### src/rtl/gnss_iq_capture_packer_if.sv
// Capture-buffer write bus: one single-cycle write per packed word.
// The packer drives the bus (master); the block RAM or a monitor observes it (slave).
interface gnss_iq_capture_packer_if #(
  parameter int ADDR_WIDTH = 14,
  parameter int WORD_WIDTH = 8
);

  logic [ADDR_WIDTH-1:0] mem_addr;
  logic [WORD_WIDTH-1:0] mem_wdata;
  logic                  mem_we;

  modport master (
    output mem_addr,
    output mem_wdata,
    output mem_we
  );

  modport slave (
    input mem_addr,
    input mem_wdata,
    input mem_we
  );

endinterface

### src/rtl/gnss_iq_capture_packer.sv
// GNSS I/Q capture packer.
// Brings quantised I/Q samples from the slow asynchronous adc_clk domain into clk,
// packs them LSB-first into WORD_WIDTH words and writes a programmable number of
// words into the sample buffer, one single-cycle write per word.
module gnss_iq_capture_packer #(
  parameter int SAMPLE_BITS = 1,
  parameter int IQ_MODE     = 1,
  parameter int WORD_WIDTH  = 8,
  parameter int ADDR_WIDTH  = 14
) (
  input  logic                   clk,
  input  logic                   rst,
  input  logic                   adc_clk,
  input  logic [SAMPLE_BITS-1:0] adc_i,
  input  logic [SAMPLE_BITS-1:0] adc_q,
  input  logic                   start,
  input  logic                   abort,
  input  logic [ADDR_WIDTH:0]    num_words,
  gnss_iq_capture_packer_if.master mem,
  output logic                   busy,
  output logic                   done
);

  // One lane is the bit group shifted in per ADC edge: {q,i} or just i.
  localparam int LANE_BITS = SAMPLE_BITS * ((IQ_MODE != 0) ? 2 : 1);
  localparam int SPW       = WORD_WIDTH / LANE_BITS;
  localparam int CNT_W     = (SPW > 1) ? $clog2(SPW) : 1;
  localparam logic [CNT_W-1:0] SAMP_LAST = CNT_W'(SPW - 1);

  typedef enum logic [1:0] {
    S_IDLE    = 2'd0,
    S_ARM     = 2'd1,
    S_CAPTURE = 2'd2,
    S_DONE    = 2'd3
  } state_t;

  // Synchroniser stages
  logic                   adc_clk_s1_q;
  logic                   adc_clk_s2_q;
  logic [SAMPLE_BITS-1:0] adc_i_s1_q;
  logic [SAMPLE_BITS-1:0] adc_i_s2_q;
  logic                   edge_flag;

  // Packing and control state
  state_t                 state_q;
  logic [ADDR_WIDTH:0]    num_q;
  logic [ADDR_WIDTH:0]    word_cnt_q;
  logic [CNT_W-1:0]       samp_cnt_q;
  logic [WORD_WIDTH-1:0]  sreg_q;
  logic [WORD_WIDTH-1:0]  sreg_d;
  logic [LANE_BITS-1:0]   lane;

  // Registered outputs
  logic [ADDR_WIDTH-1:0]  mem_addr_q;
  logic [WORD_WIDTH-1:0]  mem_wdata_q;
  logic                   mem_we_q;
  logic                   busy_q;
  logic                   done_q;

  // Two-flop synchronisers for the ADC clock and I sample.
  always_ff @(posedge clk) begin
    if (rst) begin
      adc_clk_s1_q <= 1'b0;
      adc_clk_s2_q <= 1'b0;
      adc_i_s1_q   <= '0;
      adc_i_s2_q   <= '0;
    end else begin
      adc_clk_s1_q <= adc_clk;
      adc_clk_s2_q <= adc_clk_s1_q;
      adc_i_s1_q   <= adc_i;
      adc_i_s2_q   <= adc_i_s1_q;
    end
  end

  // A rising ADC edge shows up as one clk of stage1 high while stage2 is still low.
  // Data changes on the falling ADC edge, so stage1 data is settled in that cycle.
  assign edge_flag = adc_clk_s1_q & ~adc_clk_s2_q;

  if (IQ_MODE != 0) begin : g_iq
    logic [SAMPLE_BITS-1:0] adc_q_s1_q;
    logic [SAMPLE_BITS-1:0] adc_q_s2_q;
    logic                   unused_sync;

    // Two-flop synchroniser for the Q sample.
    always_ff @(posedge clk) begin
      if (rst) begin
        adc_q_s1_q <= '0;
        adc_q_s2_q <= '0;
      end else begin
        adc_q_s1_q <= adc_q;
        adc_q_s2_q <= adc_q_s1_q;
      end
    end

    assign lane        = {adc_q_s1_q, adc_i_s1_q};
    // Second data stages only complete the synchroniser chain; samples come from stage1.
    assign unused_sync = ^{adc_i_s2_q, adc_q_s2_q};
  end else begin : g_i_only
    logic unused_sync;

    assign lane        = adc_i_s1_q;
    assign unused_sync = ^{adc_q, adc_i_s2_q};
  end

  // New lane enters at the MSB end so the first sample of a word ends in the LSBs.
  if (SPW > 1) begin : g_shift
    assign sreg_d = {lane, sreg_q[WORD_WIDTH-1:LANE_BITS]};
  end else begin : g_single
    logic unused_sreg;

    assign sreg_d      = lane;
    assign unused_sreg = ^sreg_q;
  end

  // Capture FSM: arming, packing, word writes and completion, all outputs registered.
  always_ff @(posedge clk) begin
    if (rst) begin
      state_q     <= S_IDLE;
      num_q       <= '0;
      word_cnt_q  <= '0;
      samp_cnt_q  <= '0;
      sreg_q      <= '0;
      mem_addr_q  <= '0;
      mem_wdata_q <= '0;
      mem_we_q    <= 1'b0;
      busy_q      <= 1'b0;
      done_q      <= 1'b0;
    end else begin
      mem_we_q <= 1'b0;
      done_q   <= 1'b0;
      case (state_q)
        S_IDLE: begin
          // abort has priority over a coincident start
          if (start && !abort) begin
            num_q      <= num_words;
            word_cnt_q <= '0;
            samp_cnt_q <= '0;
            if (num_words == '0) begin
              state_q <= S_DONE;
              busy_q  <= 1'b0;
              done_q  <= 1'b1;
            end else begin
              state_q <= S_ARM;
              busy_q  <= 1'b1;
            end
          end
        end

        S_ARM, S_CAPTURE: begin
          if (abort) begin
            // Partial word is dropped; a write not yet registered never happens.
            state_q <= S_IDLE;
            busy_q  <= 1'b0;
          end else if ((state_q == S_CAPTURE) && (word_cnt_q == num_q)) begin
            // Reached the cycle after the final write.
            state_q <= S_DONE;
            busy_q  <= 1'b0;
            done_q  <= 1'b1;
          end else if (edge_flag) begin
            // In ARM the first flag after arming is sample 0 of word 0.
            state_q <= S_CAPTURE;
            sreg_q  <= sreg_d;
            if (samp_cnt_q == SAMP_LAST) begin
              samp_cnt_q  <= '0;
              mem_we_q    <= 1'b1;
              mem_wdata_q <= sreg_d;
              mem_addr_q  <= word_cnt_q[ADDR_WIDTH-1:0];
              word_cnt_q  <= word_cnt_q + 1'b1;
            end else begin
              samp_cnt_q <= samp_cnt_q + 1'b1;
            end
          end
        end

        S_DONE: begin
          state_q <= S_IDLE;
        end

        default: begin
          state_q <= S_IDLE;
          busy_q  <= 1'b0;
        end
      endcase
    end
  end

  assign mem.mem_addr  = mem_addr_q;
  assign mem.mem_wdata = mem_wdata_q;
  assign mem.mem_we    = mem_we_q;
  assign busy          = busy_q;
  assign done          = done_q;

endmodule

### src/flat_wrapper.sv
// flat-port wrapper written by rule: the top's interface ports become plain ports
module gnss_iq_capture_packer_flat 
#(
  parameter int SAMPLE_BITS = 1,
  parameter int IQ_MODE     = 1,
  parameter int WORD_WIDTH  = 8,
  parameter int ADDR_WIDTH  = 14
)
  (clk, rst, adc_clk, adc_i, adc_q, start, abort, num_words, busy, done, mem_mem_addr, mem_mem_wdata, mem_mem_we);
  gnss_iq_capture_packer_if #(.ADDR_WIDTH(ADDR_WIDTH), .WORD_WIDTH(WORD_WIDTH)) mem_i ();
  input  logic clk;
  input  logic rst;
  input  logic adc_clk;
  input  logic [SAMPLE_BITS-1:0] adc_i;
  input  logic [SAMPLE_BITS-1:0] adc_q;
  input  logic start;
  input  logic abort;
  input  logic [ADDR_WIDTH:0] num_words;
  output logic busy;
  output logic done;
  output wire logic [$bits(mem_i.mem_addr)-1:0] mem_mem_addr;
  output wire logic [$bits(mem_i.mem_wdata)-1:0] mem_mem_wdata;
  output wire logic [$bits(mem_i.mem_we)-1:0] mem_mem_we;
  assign mem_mem_addr = mem_i.mem_addr;
  assign mem_mem_wdata = mem_i.mem_wdata;
  assign mem_mem_we = mem_i.mem_we;
  gnss_iq_capture_packer #(.SAMPLE_BITS(SAMPLE_BITS), .IQ_MODE(IQ_MODE), .WORD_WIDTH(WORD_WIDTH), .ADDR_WIDTH(ADDR_WIDTH)) u_core (.clk(clk), .rst(rst), .adc_clk(adc_clk), .adc_i(adc_i), .adc_q(adc_q), .start(start), .abort(abort), .num_words(num_words), .mem(mem_i), .busy(busy), .done(done));
endmodule
### config.mk
export PLATFORM = sky130hd
export DESIGN_NAME = gnss_iq_capture_packer_flat
export DESIGN_NICKNAME = d
export VERILOG_FILES = /design/src/rtl/gnss_iq_capture_packer_if.sv /design/src/rtl/gnss_iq_capture_packer.sv /design/src/flat_wrapper.sv
export SDC_FILE = /design/constraint.sdc
export NUM_CORES = 1
export LEC_CHECK = 0
export ABC_AREA = 1
export CAP_MARGIN = 20
export CORE_MARGIN = 2
export CORE_UTILIZATION = 35
export DETAILED_ROUTE_END_ITERATION = 7
export PLACE_DENSITY = 0.66
export SLEW_MARGIN = 20
export SYNTH_ARGS = -nofsm -noshare
export SYNTH_HDL_FRONTEND = slang
export SYNTH_SLANG_ARGS = --single-unit
### constraint.sdc
create_clock -name clk -period 2.9 [get_ports clk]
set_input_delay 0.58 -clock clk [delete_from_list [all_inputs] [get_ports clk]]
set_output_delay 0.58 -clock clk [all_outputs]
set_load 0.02 [all_outputs]
==> results.ini, run 1 <==
[timing]
finalSetupViolCount = 0
rsz0062_at_grt = false
worst_slew_pin_slew_ns = 0.662
skew_ns = 0.00996
fin_crit_sh = 0.857
relSlewSlack = 0.556
fin_crit_ns = 2.48
fin_setup_tns_ns = 0
drv_slew = 0
setup_ws_ns = 0.415
whs_ns = 0.435
fmax_mhz = 402
hold_violations = 0

[worst_setup_path]
reg2reg_slack_ns = 0.42
cp_data_arrival_time_ns = 2.78
worst_setup_path_start_kind = register
crit_path_max_fanout = 25
end_kind = register
r2r-start = u_core.state_q[0]
path_class = reg2reg
crit_start = u_core.state_q[0]
cp.required_ns = 3.20

[cells_and_area]
final_area_um2 = 4200
drive_above_1_share = 0.144
synthToLayoutAreaGrowth_pct = 21.2
n_antenna_cell = 0
final-seq-area_um2 = 1380
nets = 558
fillCellCount = 986
multi_input_area_um2 = 1760

[drt]
ant_nets = 0
dr_total_vias = 3180
drc_errors = 0
drt_iter0_markers = 214
wl_per_cell_um = 12.1
firstDrtPassIters = 6
via_per_inst = 4.76
drt_wl_total_um = 8090

[run]
cap_violations = 0

[grt]
overflow = 0
met2_usage = 0.240
grt.met3_usage = 0.0308
grtUsageMet1 = 0.209
grt_pass1_wl_um = 13800
grt_max_degree = 36
grt_util_all_layers = 0.154
gr-max-usage-layer = met2
grt_pass1_vias = 2933
antenna_found_initial = 0

[logic_synthesis]
synthesis.area_um2 = 3470
syn_nets = 519
ys_seq_area_frac = 0.398
synthXorXnorAreaFrac = 0
synth_top_family_by_area = simple AND/OR/NAND/NOR gates
synth_adder_area_share = 0.0216
synth_mux_area_frac = 0
yosysWarnings = 0
synthSimpleGateAreaFrac = 0.328
syn_inst = 491
synth_compound_area_frac = 0.157
syn_avg_cell_area_um2 = 7.06
ys_ff_latch = 69
ys_types = 34

[clock_tree]
htreeDepth = 3
cts_tree = yes
cts_buffers = 9
holdBufCountCts = 0
cts_setup_buffers = 0
clk_latency_ns = 0.35
clk_pin_slew_worst_paths_ns = 0.09
cts-resized-gates = 0
root_buffer = clkbuf_8
cts_buffer_depth = 2
cts.sinks = 69

[floorplanning]
num_rows = 36
initial_core_util = 0.358
die_height_um = 104
core_um2 = 9680
io_pins = 47
die_w_um = 104
dieArea_um2 = 10700

[hold_path]
worst_hold_startpoint = u_core.adc_clk_s1_q
hp-class = reg2reg

[power]
power.leakage_uw = 0.00157
netSwitchingFraction = 0.422
peakVddDrop_v = 0.000314
p_sw_uw = 1380
internal_power_uw = 1890
seq_power_share = 0.375
clkPwrFrac = 0.252
power.combinational.fraction = 0.373
power.total_uw = 3270
p_per_area_nw_per_um2 = 777

[placed_design]
io_buffer_count = 46
pre_cts_ws_ns = 0.444
gp_congestion = 0.896
postPlaceCellArea_um2 = 4000
dp_hpwl_um = 5960

[status]
status = completed

## stage by stage
stage	instances	utilization
6_report	668	0.434
5_1_grt	668	0.434
4_1_cts	668	0.434
3_5_place_dp	652	0.413
3_3_place_gp	652	0.413
2_1_floorplan	491	-
## layout by cell type (no fill, tap or decap), types with 13 or more instances in the layout
cell             synthesis  routed
inv_1                   41      41
nand2_1                123     123
clkdlybuf4s50_1          0      45
a21oi_2                 21      21
nor2_1                  44      44
nand4_1                 13      13
o21ai_0                 28      28
nand3_1                 35      35
nand2_2                 13      13
dfxtp_1                 69      69
a21oi_1                 36      36
## critical path, cell delays in order, from the launching register on
cell and delay [ns]:
dfxtp_1 0.37, inv_1 0.09, ha_1 0.55, inv_2 0.21
nor2_2 0.26, nand3_4 0.16, inv_4 0.24, nand2_8 0.18
nor2_2 0.22, nand2_1 0.08, nand2_1 0.06
## area by class of cell
class                           instances  area share
Clock buffer                            9      0.0295
Clock inverter                          7      0.0199
Inverter                               52      0.0470
Multi-Input combinational cell        347       0.418
Sequential cell                        69       0.329
Tap cell                              133      0.0396
Timing Repair Buffer                   51       0.117
## cell usage after synthesis, drive strengths merged
library cell  instances  area (um^2)
buf                  12         90.1
clkbuf               11         41.3
a211oi                2         15.0
inv                  51          194
ha                    6         75.1
nor2                 49          201
nand4                13         81.3
o211ai                1         7.51
nor4                  1         6.26
dfxtp                69         1380
o21a                  1         7.51
nor3b                 1         7.51
clkinv                1         3.75
nand3                37          210
nor3                  9         45.0
a21oi                57          364
o21ai                30          150
nand2               138          574
or2                   2         12.5
## routing by layer
metal / part of all wire / wire [um]
met5: 0 / 0
met4: 0.015 / 122
met3: 0.044 / 352
met2: 0.43 / 3520
met1: 0.51 / 4090
## worst paths after layout
path	cells past startpoint	to
max	10	u_core.mem.mem_wdata[5]
min	2	u_core.adc_clk_s2_q
max reg2reg	10	u_core.mem.mem_wdata[5]
min reg2reg	2	u_core.adc_clk_s2_q
## logic make-up (layout without fill, tap and decap cells)
group,count (synthesis),after routing
flip-flops,69,69
adder cells (fa/ha/maj),6,6
AO/OA/AOI/OAI,91,91
AND/OR/NAND/NOR,250,250
buffers and inverters,75,119
## registers in the layout (all words and copies together), names as in the netlist, 2 cells and up
signal and cells:
u_core.word_cnt_q 15, u_core.mem.mem_addr 14, u_core.sreg_q 6, u_core.mem.mem_wdata 8, u_core.num_q 15, u_core.state_q 2
u_core.samp_cnt_q 2
## power groups by stage
| stage | combinational, uW | sequential (uW) | clock (uW) |
|---|---|---|---|
| 6_report | 1220 | 1230 | 823 |
| 5_1_grt | 1400 | 1240 | 884 |
| 4_1_cts | 1220 | 1220 | 842 |
| 3_5_place_dp | 1210 | 1240 | 0 |
| 3_3_place_gp | 1200 | 1240 | 0 |
| 2_1_floorplan | 1010 | 1200 | 0 |
(Power assumes the default switching activity.)
==> run 2, diff against run 1 <==
--- a/config.mk
+++ b/config.mk
@@ -7,7 +7,6 @@
 export LEC_CHECK = 0
 export ABC_AREA = 1
 export CAP_MARGIN = 20
-export CORE_MARGIN = 2
 export CORE_UTILIZATION = 35
 export DETAILED_ROUTE_END_ITERATION = 7
 export PLACE_DENSITY = 0.66
==> results.ini, run 2 (same netlist as run 1, synthesis figures left out) <==
[status]
status = completed

[clock_tree]
htreeDepth = 3  ; unchanged
cts_setup_buffers = 0  ; unchanged
cts.sinks = 69  ; unchanged
cts_buffers = 9  ; unchanged
clk_latency_ns = 0.35  ; about the same
root_buffer = clkbuf_8
clk_pin_slew_worst_paths_ns = 0.07  ; -0.02 ns
cts-resized-gates = 0  ; unchanged
cts_tree = yes
cts_buffer_depth = 2  ; unchanged
holdBufCountCts = 0  ; unchanged

[grt]
grt_util_all_layers = 0.166  ; +0.0119
met2_usage = 0.270  ; +0.0300
grt_max_degree = 36  ; unchanged
overflow = 0  ; unchanged
grtUsageMet1 = 0.216  ; +0.00622
grt_pass1_vias = 2947  ; +0.48%
gr-max-usage-layer = met2
grt_pass1_wl_um = 13500  ; -1.9%
grt.met3_usage = 0.0497  ; +0.0189
antenna_found_initial = 0  ; unchanged

[power]
p_per_area_nw_per_um2 = 787  ; +1.3%
power.total_uw = 3320  ; +1.6%
power.leakage_uw = 0.00158  ; +0.62%
peakVddDrop_v = 0.000315  ; about the same

[cells_and_area]
mostFrequentLayoutCells = nand2_1 (123), dfxtp_1 (69), clkdlybuf4s50_1 (45), nor2_1 (44), inv_1 (41)
nets = 559  ; +0.18%
drive_above_1_share = 0.146  ; +0.00160
layout_commonest_cell = nand2_1
synthToLayoutAreaGrowth_pct = 21.7
n_antenna_cell = 0  ; unchanged

[drt]
drt_wl_total_um = 7710  ; -4.6%
ant_nets = 0  ; unchanged
wl_per_cell_um = 11.6  ; -4.2%
via_per_inst = 4.74  ; -0.43%
drt_iter0_markers = 171  ; -20%
firstDrtPassIters = 4  ; -2
drc_errors = 0  ; unchanged
dr_total_vias = 3152  ; -0.88%

[worst_setup_path]
cp_data_arrival_time_ns = 2.73  ; -0.05 ns
reg2reg_slack_ns = 0.46  ; +0.04 ns
rr_worst_depth = 10  ; unchanged
worst_setup_path_start_kind = register
crit_path_max_fanout = 23  ; -8.0%
r2r-start = u_core.state_q[1]
cp.required_ns = 3.19  ; about the same
end_kind = register
path_class = reg2reg
r2r_end = u_core.mem.mem_wdata[5]

[placed_design]
dp_hpwl_um = 5740  ; -3.8%
io_buffer_count = 46  ; unchanged
gp_congestion = 0.872  ; -2.7%

[timing]
fin_crit_ns = 2.44  ; -0.0434 ns
fmax_mhz = 410  ; +1.8%
skew_ns = 0.0121  ; +0.00218 ns
drv_slew = 0  ; unchanged
finalSetupViolCount = 0  ; unchanged
fin_crit_sh = 0.842  ; -0.0150
hold_violations = 0  ; unchanged
relSlewSlack = 0.572  ; +0.0157
fin_setup_tns_ns = 0  ; unchanged
worst_slew_pin_slew_ns = 0.638  ; -0.0234 ns
rsz0062_at_grt = false

[hold_path]
hp-class = reg2reg
hold_depth = 2  ; unchanged
worst_hold_startpoint = u_core.adc_clk_s1_q
hold_path_end = u_core.adc_clk_s2_q

[floorplanning]
die_w_um = 102  ; -1.9%
num_rows = 35  ; -2.8%
die_height_um = 102  ; -1.9%
dieArea_um2 = 10300  ; -3.8%
io_pins = 47  ; unchanged
initial_core_util = 0.368  ; +0.0102
core_um2 = 9420  ; -2.8%

[run]
cap_violations = 0  ; unchanged

run 2: final cells by class:
class,instances,area (um^2)
Clock buffer,9,124
Clock inverter,7,97.6
Fill cell,981,5190
Inverter,52,198
Multi-Input combinational cell,347,1760
Sequential cell,69,1380
Tap cell,129,161
Timing Repair Buffer,52,500
run 2: how the worst max path moves through the flow:
stage / start / end / slack [ns] / cells after the start
after floorplan: u_core.state_q[1] / u_core.word_cnt_q[0] / 1.03 / 11
after global placement: u_core.state_q[1] / u_core.word_cnt_q[12] / 0.57 / 10
after detailed placement: u_core.state_q[1] / u_core.mem.mem_wdata[5] / 0.48 / 10
after CTS: u_core.state_q[1] / u_core.mem.mem_wdata[5] / 0.46 / 10
after global routing: u_core.state_q[1] / u_core.word_cnt_q[11] / 0.27 / 10
final: u_core.state_q[1] / u_core.mem.mem_wdata[5] / 0.46 / 10
run 2: critical path: stages (launching register included):
cell and delay, ns:
dfxtp_1 0.38, inv_1 0.08, ha_1 0.57, inv_2 0.22, nor2_2 0.27, nand3_4 0.17
inv_4 0.18, nand2_8 0.16, nor2_2 0.21, nand2_1 0.09, nand2_1 0.06
run 2: per-stage QoR:
stage | setup slack, ns | cell area, um^2 | util | std cells | hold WS [ns]
6_report | 0.458 | 4220 | 0.448 | 665 | 0.440
5_1_grt | 0.269 | 4220 | 0.448 | 665 | 0.467
4_1_cts | 0.459 | 4220 | 0.448 | 665 | 0.445
3_5_place_dp | 0.480 | 4000 | 0.425 | 649 | 0.432
3_3_place_gp | 0.567 | 4000 | 0.425 | 649 | 0.424
2_1_floorplan | 1.03 | 3470 | - | 491 | 0.411
run 2: metal layers:
metal | up-vias | share of wire
met5 | - | 0
met2 | 89 | 0.44
li1 | 1675 | -
met3 | 4 | 0.058
met1 | 1384 | 0.49
met4 | 0 | 0.0088
run 2: power by group:
group          internal [uW]  leakage (uW)  switching (uW)
Clock                    488      0.000106             382
Sequential              1070      0.000561             150
Combinational            408      0.000910             821
==> run 3, diff against run 2 <==
--- a/config.mk
+++ b/config.mk
@@ -9,7 +9,7 @@
 export CAP_MARGIN = 20
 export CORE_UTILIZATION = 35
 export DETAILED_ROUTE_END_ITERATION = 7
-export PLACE_DENSITY = 0.66
+export PLACE_DENSITY = 0.68
 export SLEW_MARGIN = 20
 export SYNTH_ARGS = -nofsm -noshare
 export SYNTH_HDL_FRONTEND = slang
==> constraint.sdc (replaced) <==
create_clock -name clk -period 2.2 [get_ports clk]
set_input_delay 0.44 -clock clk [delete_from_list [all_inputs] [get_ports clk]]
set_output_delay 0.44 -clock clk [all_outputs]
set_load 0.02 [all_outputs]
==> results.ini, run 3 (same netlist as run 1, synthesis figures left out) <==
[timing]
fin_setup_tns_ns = 0  ; unchanged
setup_ws_ns = 0.238  ; -0.220 ns
worst_slew_pin_slew_ns = 0.604  ; -0.0342 ns
skew_ns = 0.00887  ; -0.00327 ns
fin_crit_sh = 0.892  ; +0.0499
fin_crit_ns = 1.96  ; -0.480 ns
hold_violations = 0  ; unchanged
rsz0062_at_grt = false
relSlewSlack = 0.595  ; +0.0229
drv_slew = 0  ; unchanged
fmax_mhz = 510  ; +24%
finalSetupViolCount = 0  ; unchanged

[worst_setup_path]
crit_path_max_fanout = 19  ; -17%
reg2reg_slack_ns = 0.24  ; -0.22 ns
slowest_stage = or2_2
r2r_end = u_core.word_cnt_q[11]
worst_setup_path_start_kind = register
critPathBufInv = 3  ; unchanged
end_kind = register
rr_worst_depth = 9  ; -1
path_class = reg2reg
max_stage_delay_ns = 0.41  ; -0.16 ns
r2r-start = u_core.state_q[1]
cp.required_ns = 2.44  ; -0.75 ns
path_cells = inv_1 > ha_1 > inv_2 > buf_4 > or2_2 > nand3_4 > nor2_1 > nand2_1 > nand2_1
path_delay_family = simple AND/OR/NAND/NOR gates
cp_data_arrival_time_ns = 2.21  ; -0.52 ns
critPathMostFrequentCell = nand2_1

[clock_tree]
cts_tree = yes
holdBufCountCts = 0  ; unchanged
root_buffer = clkbuf_8
cts_buffers = 9  ; unchanged
cts.sinks = 69  ; unchanged
clk_pin_slew_worst_paths_ns = 0.07  ; about the same
htreeDepth = 3  ; unchanged
cts_setup_buffers = 0  ; unchanged
cts_buffer_depth = 2  ; unchanged
cts-resized-gates = 0  ; unchanged
clk_latency_ns = 0.35  ; about the same

[placed_design]
gp_congestion = 0.881  ; +1.1%
dp_hpwl_um = 5840  ; +1.8%
io_buffer_count = 46  ; unchanged
pre_cts_ws_ns = 0.0931  ; -0.387 ns

[drt]
drt_wl_total_um = 7690  ; -0.34%
firstDrtPassIters = 4  ; unchanged
wl_per_cell_um = 11.5  ; -1.1%
drt_iter0_markers = 106  ; -38%
dr_total_vias = 3175  ; +0.73%
ant_nets = 0  ; unchanged
drc_errors = 0  ; unchanged
via_per_inst = 4.74  ; about the same

[floorplanning]
initial_core_util = 0.368  ; unchanged
die_height_um = 102  ; unchanged
num_rows = 35  ; unchanged
core_um2 = 9420  ; unchanged
dieArea_um2 = 10300  ; unchanged
io_pins = 47  ; unchanged
die_w_um = 102  ; unchanged

[power]
p_per_area_nw_per_um2 = 1010  ; +28%
power.leakage_uw = 0.00160  ; +1.3%
peakVddDrop_v = 0.000465  ; +48%

[grt]
overflow = 0  ; unchanged
grt_max_degree = 36  ; unchanged
grt.met3_usage = 0.0469  ; -0.00276
met2_usage = 0.247  ; -0.0229
grt_util_all_layers = 0.162  ; -0.00395
grtUsageMet1 = 0.214  ; -0.00200
grt_pass1_vias = 2927  ; -0.68%
antenna_found_initial = 0  ; unchanged
grt_pass1_wl_um = 13200  ; -2.8%
gr-max-usage-layer = met2

[hold_path]
hold_depth = 2  ; unchanged
hold_path_end = u_core.adc_clk_s2_q
worst_hold_startpoint = u_core.adc_clk_s1_q
hp-class = reg2reg

[run]
cap_violations = 0  ; unchanged

[cells_and_area]
mostFrequentLayoutCells = nand2_1 (123), dfxtp_1 (69), clkdlybuf4s50_1 (45), nor2_1 (44), inv_1 (41)
layout_commonest_cell = nand2_1
nets = 566  ; +1.3%
fillCellCount = 955  ; -2.7%
n_antenna_cell = 0  ; unchanged
final-seq-area_um2 = 1380  ; unchanged
synthToLayoutAreaGrowth_pct = 22.2
drive_above_1_share = 0.153  ; +0.00790
multi_input_area_um2 = 1760  ; unchanged

[status]
status = completed

-- run 3: cell count changes in the layout (fill, tap and decap cells not counted) --
cell / before / now
bufinv_16: 2 / 1
clkbuf_8: 9 / 10
buf_4: 6 / 13
inv_6: 2 / 0
-- run 3: worst max-delay path by stage --
stage / from / end / cells after the start
after floorplan: u_core.state_q[1] / u_core.word_cnt_q[0] / 11
after global placement: num_words[0] / u_core.done / 6
after CTS: u_core.word_cnt_q[8] / u_core.sreg_q[2] / 12
final: u_core.state_q[1] / u_core.word_cnt_q[11] / 9
after global routing: u_core.word_cnt_q[0] / u_core.word_cnt_q[14] / 11
after detailed placement: num_words[0] / u_core.done / 6
-- run 3: metrics by stage --
stage / power, uW / instances / cell area [um^2] / util / hold slack (ns)
2_1_floorplan: 2900 / 491 / 3470 / - / 0.411
3_3_place_gp: 3240 / 656 / 4050 / 0.430 / 0.422
3_5_place_dp: 3290 / 656 / 4050 / 0.430 / 0.426
4_1_cts: 4290 / 670 / 4240 / 0.450 / 0.436
5_1_grt: 4590 / 670 / 4240 / 0.450 / 0.467
6_report: 4270 / 670 / 4240 / 0.450 / 0.439
-- run 3: worst reg2reg max path, delay by kind of cell, from the launching register on --
kind | cells | cell delay (ns)
buf+inv | 3 | 0.31
simple gates | 5 | 0.86
flops | 1 | 0.38
fa+ha+maj | 1 | 0.31
-- run 3: metal layers --
layer / share of wire / wire [um]
met1: 0.49 / 3780
met2: 0.42 / 3230
met3: 0.063 / 484
met4: 0.024 / 182
met5: 0 / 0
-- run 3: layout make-up --
cell class,count,area share
Multi-Input combinational cell,347,0.415
Sequential cell,69,0.326
Timing Repair Buffer,59,0.130
Inverter,52,0.0466
Tap cell,129,0.0381
Clock inverter,4,0.0118
Clock buffer,10,0.0325
-- run 3: power breakdown --
part           internal (uW)  switching (uW)
registers               1420             187
clock network            539             466
logic                    577            1080
